===== src/rtl/conv_pkg.sv =====
// Shared helpers for the convolution datapath: accumulator extension width
// and output saturation.
package conv_pkg;

  // Room for sum + bias + rounding constant without wrap.
  function automatic int acc_ext_width(input int in_w, input int bias_w);
    return ((in_w > bias_w) ? in_w : bias_w) + 2;
  endfunction

  function automatic longint sat_clamp(input longint value, input int width,
                                       input logic is_signed);
    longint hi;
    longint lo;
    if (is_signed) begin
      hi = (longint'(1) <<< (width - 1)) - 1;
      lo = -(longint'(1) <<< (width - 1));
    end else begin
      hi = (longint'(1) <<< width) - 1;
      lo = 0;
    end
    if (value > hi) return hi;
    if (value < lo) return lo;
    return value;
  endfunction

endpackage


===== src/rtl/pipe_stage.sv =====
// Single valid/ready register slice carrying data plus tlast; an empty slot
// always accepts, so bubbles are filled even while downstream is stalled.
module pipe_stage #(
  parameter int DATA_WIDTH = 8
) (
  input  logic                  clock_i,
  input  logic                  reset_i,
  input  logic                  in_valid,
  output logic                  in_ready,
  input  logic [DATA_WIDTH-1:0] in_data,
  input  logic                  in_last,
  output logic                  out_valid,
  input  logic                  out_ready,
  output logic [DATA_WIDTH-1:0] out_data,
  output logic                  out_last
);

  assign in_ready = !out_valid || out_ready;

  always_ff @(posedge clock_i) begin
    if (reset_i) begin
      out_valid <= 1'b0;
      out_data  <= '0;
      out_last  <= 1'b0;
    end else if (in_ready) begin
      out_valid <= in_valid;
      if (in_valid) begin
        out_data <= in_data;
        out_last <= in_last;
      end
    end
  end

endmodule


===== src/rtl/bias_activation.sv =====
// Bias add + rounding shift + optional ReLU + saturation, two register stages
// with a combinational ready chain for full-rate AXI-Stream operation.
module bias_activation
  import conv_pkg::*;
#(
  parameter int IN_WIDTH   = 16,
  parameter int BIAS_WIDTH = 16,
  parameter int OUT_WIDTH  = 8,
  parameter int CHANNELS   = 1,
  parameter int FRAC_SHIFT = 8,
  parameter int RELU       = 1
) (
  input  logic                            clock_i,
  input  logic                            reset_i,
  input  logic [BIAS_WIDTH*CHANNELS-1:0]  bias_i,
  input  logic                            slave_tvalid_i,
  output logic                            slave_tready_o,
  input  logic [IN_WIDTH*CHANNELS-1:0]    slave_tdata_i,
  input  logic                            slave_tlast_i,
  output logic                            master_tvalid_o,
  input  logic                            master_tready_i,
  output logic [OUT_WIDTH*CHANNELS-1:0]   master_tdata_o,
  output logic                            master_tlast_o
);

  localparam int W      = acc_ext_width(IN_WIDTH, BIAS_WIDTH);
  localparam int RND_SH = (FRAC_SHIFT > 0) ? FRAC_SHIFT - 1 : 0;
  localparam logic [W-1:0] RND = (FRAC_SHIFT > 0) ? (W'(1) << RND_SH) : '0;

  logic [W*CHANNELS-1:0]         s1_d, s1_q;
  logic [OUT_WIDTH*CHANNELS-1:0] s2_d;
  logic                          s1_valid, s1_last, s2_ready;

  for (genvar ch = 0; ch < CHANNELS; ch++) begin : g_ch
    logic signed [W-1:0] q;
    // Adding half an LSB before the floor shift gives round-half-up.
    assign s1_d[ch*W +: W] = W'($signed(slave_tdata_i[ch*IN_WIDTH +: IN_WIDTH]))
                           + W'($signed(bias_i[ch*BIAS_WIDTH +: BIAS_WIDTH]))
                           + RND;
    assign q = $signed(s1_q[ch*W +: W]) >>> FRAC_SHIFT;
    assign s2_d[ch*OUT_WIDTH +: OUT_WIDTH] =
      OUT_WIDTH'(sat_clamp(longint'(q), OUT_WIDTH, RELU == 0));
  end

  pipe_stage #(.DATA_WIDTH(W*CHANNELS)) u_s1 (
    .clock_i  (clock_i),
    .reset_i  (reset_i),
    .in_valid (slave_tvalid_i),
    .in_ready (slave_tready_o),
    .in_data  (s1_d),
    .in_last  (slave_tlast_i),
    .out_valid(s1_valid),
    .out_ready(s2_ready),
    .out_data (s1_q),
    .out_last (s1_last)
  );

  pipe_stage #(.DATA_WIDTH(OUT_WIDTH*CHANNELS)) u_s2 (
    .clock_i  (clock_i),
    .reset_i  (reset_i),
    .in_valid (s1_valid),
    .in_ready (s2_ready),
    .in_data  (s2_d),
    .in_last  (s1_last),
    .out_valid(master_tvalid_o),
    .out_ready(master_tready_i),
    .out_data (master_tdata_o),
    .out_last (master_tlast_o)
  );

endmodule


===== config.mk =====
export PLATFORM = sky130hd
export DESIGN_NAME = bias_activation
export DESIGN_NICKNAME = d
export VERILOG_FILES = /design/src/rtl/conv_pkg.sv /design/src/rtl/pipe_stage.sv /design/src/rtl/bias_activation.sv
export SDC_FILE = /design/constraint.sdc
export NUM_CORES = 1
export LEC_CHECK = 0
export CORE_ASPECT_RATIO = 0.9
export CORE_MARGIN = 5
export CORE_UTILIZATION = 71
export CTS_BUF_LIST = sky130_fd_sc_hd__clkbuf_8
export DETAILED_ROUTE_END_ITERATION = 10
export DONT_BUFFER_PORTS = 1
export GPL_TIMING_DRIVEN = 0
export PLACE_DENSITY = 0.87
export SLEW_MARGIN = 5
export SYNTH_ARGS = -nofsm -noshare
export SYNTH_HDL_FRONTEND = slang
export SYNTH_SLANG_ARGS = --single-unit
export TNS_END_PERCENT = 30

===== constraint.sdc =====
create_clock -name clock_i -period 4.15 [get_ports clock_i]
set_input_delay 0.83 -clock clock_i [delete_from_list [all_inputs] [get_ports clock_i]]
set_output_delay 0.83 -clock clock_i [all_outputs]
set_load 0.02 [all_outputs]

# == Word-level counts from Yosys, hierarchy flattened ==
# Cells that the tools add are included.
# totals
register_bits,30
in_bits,37
output_inout_bits,11
# classes
n_addsub,2
n_reduce_logical,6
magnitude_cmp,2
muxes,7
# op_table
op,n
$mux 8,4
$add 17x9->18 const B,1
$add 16x16->17,1
$gt 10x9->1 const B,1
$lt 10x1->1 const B,1
$reduce_and 2->1,2
$mux 1,3
$logic_not 1->1,2
$logic_or 1x1->1,2

# == Depth between registers and ports, before layout ==
# depth
depth_word,5
mapped_depth,9

# == By module ==
# A second synthesis with hierarchy kept.
# unflattened
hier_cells,284
hier_area_um2,2531.2
# modules_own_cells
mod,instances,cells_per_inst,area_each_um2
bias_activation,1,149,1122.3
pipe_stage (u_s1),1,90,938.4
pipe_stage (u_s2),1,45,470.5

# == Worst setup path before layout ==
# Ideal clock, no wire load.
# synth_timing
kind,input to register
startpoint,in bias_i[3]
endpoint,reg u_s1.out_data[14]
required_ps,4071
cell_stages,7
setup_slack_ps,1298
arrival_time_ps,2773
cell_sequence,ha_1 > ha_1 > a2111o_1 > a21o_1 > and4b_1 > or4b_1 > o211ai_1
# synth_via
elab_chain_cells,2
# synth_rtl
element,line,source
"start, declared",bias_activation.sv:15,"input logic [BIAS_WIDTH*CHANNELS-1:0] bias_i,"
$add 16x16->17,bias_activation.sv:38,+ W'($signed(bias_i[ch*BIAS_WIDTH +: BIAS_WIDTH]))
$add 17x9->18,bias_activation.sv:39,+ RND;
"end signal, assigned",pipe_stage.sv:28,out_data <= in_data;
"end, declared",pipe_stage.sv:14,"output logic [DATA_WIDTH-1:0] out_data,"
# No other way between the ends.
# A chain may end at the register's enable or synchronous reset.

# == Worst setup path after layout ==
# layout_timing
startpoint,in bias_i[3]
endpoint,reg u_s1.out_data[13]
# Same word-level chain as after synthesis.

==> out/metrics.cfg <==
[run_status]
status=complete, no violations

[setup_path]
cp.buffers_inverters=0
critical_path_class=input port to register
crit_arrival_ns=2.88
cpPeakStageDelay_ns=0.44
critPathMostFrequentCell=ha_1
path_max_fanout=7
critical_path.top_delay_family=simple AND/OR/NAND/NOR gates
cp_slowest_cell=or3b_2
path_cells=ha_1 > ha_1 > and4_2 > a221oi_1 > o21a_1 > nor3_1 > or3b_2
startpoint_type=input port
endpoint_kind=register
worstPathRequired_ns=4.29

[yosys]
netlist_top_cells_area=dfxtp_1 24%, ha_1 20%, a21oi_1 6.6%
synth_top_area_cell=dfxtp_1
seq_area_frac_synth=0.240
synth_seq_cells=22
synth_cells=233
synth-async-reset-ratio=0
synth_cell_type_count=45
post-synth-top-count-cell=ha_1
synth_edf_count=0
yosys_warnings=0
yosys.area.top_type_share=0.240
ys_dominant_reg_cell=dfxtp_1
syn-cell-area_mm2=0.00183
syn_avg_cell_area_um2=7.87
synth_nets=300
synth_common_cells=30 x ha_1, 24 x a21oi_1, 24 x nor2_1, 22 x dfxtp_1, 16 x nand2_1

[global_routing]
antenna_found_initial=0
grt_first_pass_wirelength_um=7590
gr-total-overflow=0
grt_pass1_vias=1798
grt_max_degree=12
grt_use_total=0.249

[drt]
vias=1855
remaining_drc_errors=0
wl_um=4390
dr.pass1.iters=5
ant_nets=0
wl_met3_um=406
drt-met1-wl_um=1710
wl_met2_um=2140
initialDrtViolationCount=119
via_per_inst=7.03
wl_per_cell_um=16.6
routed.top_layer=met4

[clock_network]
postCtsSetupBuffers=0
holdBufCountCts=0
ctsLongestPathBuffers=2
clkLatencyLatePin_ns=0.25
tritoncts=built
numCtsBuffers=3
clk_pin_slew_worst_paths_ns=0.07
clock_sinks=22
h-tree-depth=1
cts_resized=0
root_buffer=clkbuf_8

[layout]
syn_to_final_growth_pct=4.16
final_nets=305
fillers=201
drive_above_1_share=0.0551
antennaDiodeCount=0
finalNonFillerCells=264
final_area_mm2=0.00191
fin_util=0.774

[timing]
setup_tns_ns=0
hold_viol=0
setup_ws_ns=1.40
fin_worst_skew_ns=0.000783
tightest_slew_ns=0.568
final-setup-viol-count=0
slew_headroom=0.619
post-route-min-period_ns=2.75
rsz0062_at_grt=no
holdWs_ns=0.461
clock.fmax_mhz=364
drv_slew=0
fin_crit_sh=0.662

[floorplanning]
initial_core_util=0.743
die_x_um=63.6
die_area_mm2=0.00370
core-area_mm2=0.00247
rows=17
io_pins=48
fp.dieH_um=58.2

[placement]
pre_cts_ws_ns=1.17
dp_hpwl_um=3510
dpl_cell_area_mm2=0.00187
portBuffers=0
place_inst=261
gp_congestion=0.908

[min_path]
hold_class=register to register

[power]
p_leak_nw=0.857
peakVddDrop_mv=0.350
finalPower_uw=578
powerDensity_mw_per_mm2=303

[run]
cap_violations=0

## layout make-up
type	count	area [um2]	area share
clock buffer	3	41.3	0.0216
tap	28	35.0	0.0183
inverter	12	45.0	0.0236
buffer	9	52.6	0.0275
multi-input combinational	190	1290	0.678
sequential	22	440	0.231
## worst reg2reg max path, stage by stage, from the launching register on
cell and delay, ns:
dfxtp_1 0.51, nand3b_2 0.28, and2_1 0.24, clkbuf_1 0.20, and3_1 0.24, o211ai_1 0.09, or3b_2 0.45
## sequential cells by signal, indices dropped and copies added (netlist names)
register / cells
u_s2.out_data: 8
u_s1.out_valid: 1
u_s1.out_data: 10
u_s1.out_last: 1
u_s2.out_valid: 1
u_s2.out_last: 1
## worst paths after layout
path	cells past startpoint	to	slack, ns	start
worst max-delay path	7	u_s1.out_data[13]$_SDFFE_PP0P_	1.40	bias_i[3]
worst min-delay path	2	u_s1.out_last$_SDFFE_PP0P_	0.46	u_s1.out_last$_SDFFE_PP0P_
worst max register to register	6	u_s1.out_data[13]$_SDFFE_PP0P_	2.03	u_s2.out_valid$_SDFFE_PP0P_
worst min register to register	2	u_s1.out_last$_SDFFE_PP0P_	0.46	u_s1.out_last$_SDFFE_PP0P_
## layer usage
layer  vias up  track usage
met1       865        0.300
met2        81        0.425
li1        892            -
met5         -            0
met4         0       0.0950
met3        17       0.0640
## cells by family (layout without fill, tap and decap cells)
logic type,after synthesis,in the layout,share of synthesized area
adders and majority gates,30,30,0.205
buffers and inverters,21,24,0.0532
and+or+nand+nor,92,92,0.255
DFF,22,22,0.240
muxes,1,1,0.00546
AOI/OAI and AO/OA,67,67,0.241
## layout by cell type (no fill, tap or decap), drive strengths merged, types with 2 or more instances in the layout
cell     n
a211oi   2
a21o     7
a21oi   24
a221oi   2
and3     5
buf      4
clkbuf   8
dfxtp   22
ha      30
inv     12
nand2   16
nand3   13
nand3b   2
nand4    4
nor2    24
nor3    14
o211ai   8
o21a     2
o21ai    8
o22ai    2
o311ai   2
or3      4
or4      3
## power by group
| part | switching (mW) | internal [mW] |
|---|---|---|
| Sequential | 0.0164 | 0.230 |
| Clock | 0.0606 | 0.0646 |
| Combinational | 0.125 | 0.0809 |
| Total | 0.202 | 0.375 |
No activity file was read; power rests on OpenSTA's default activity.
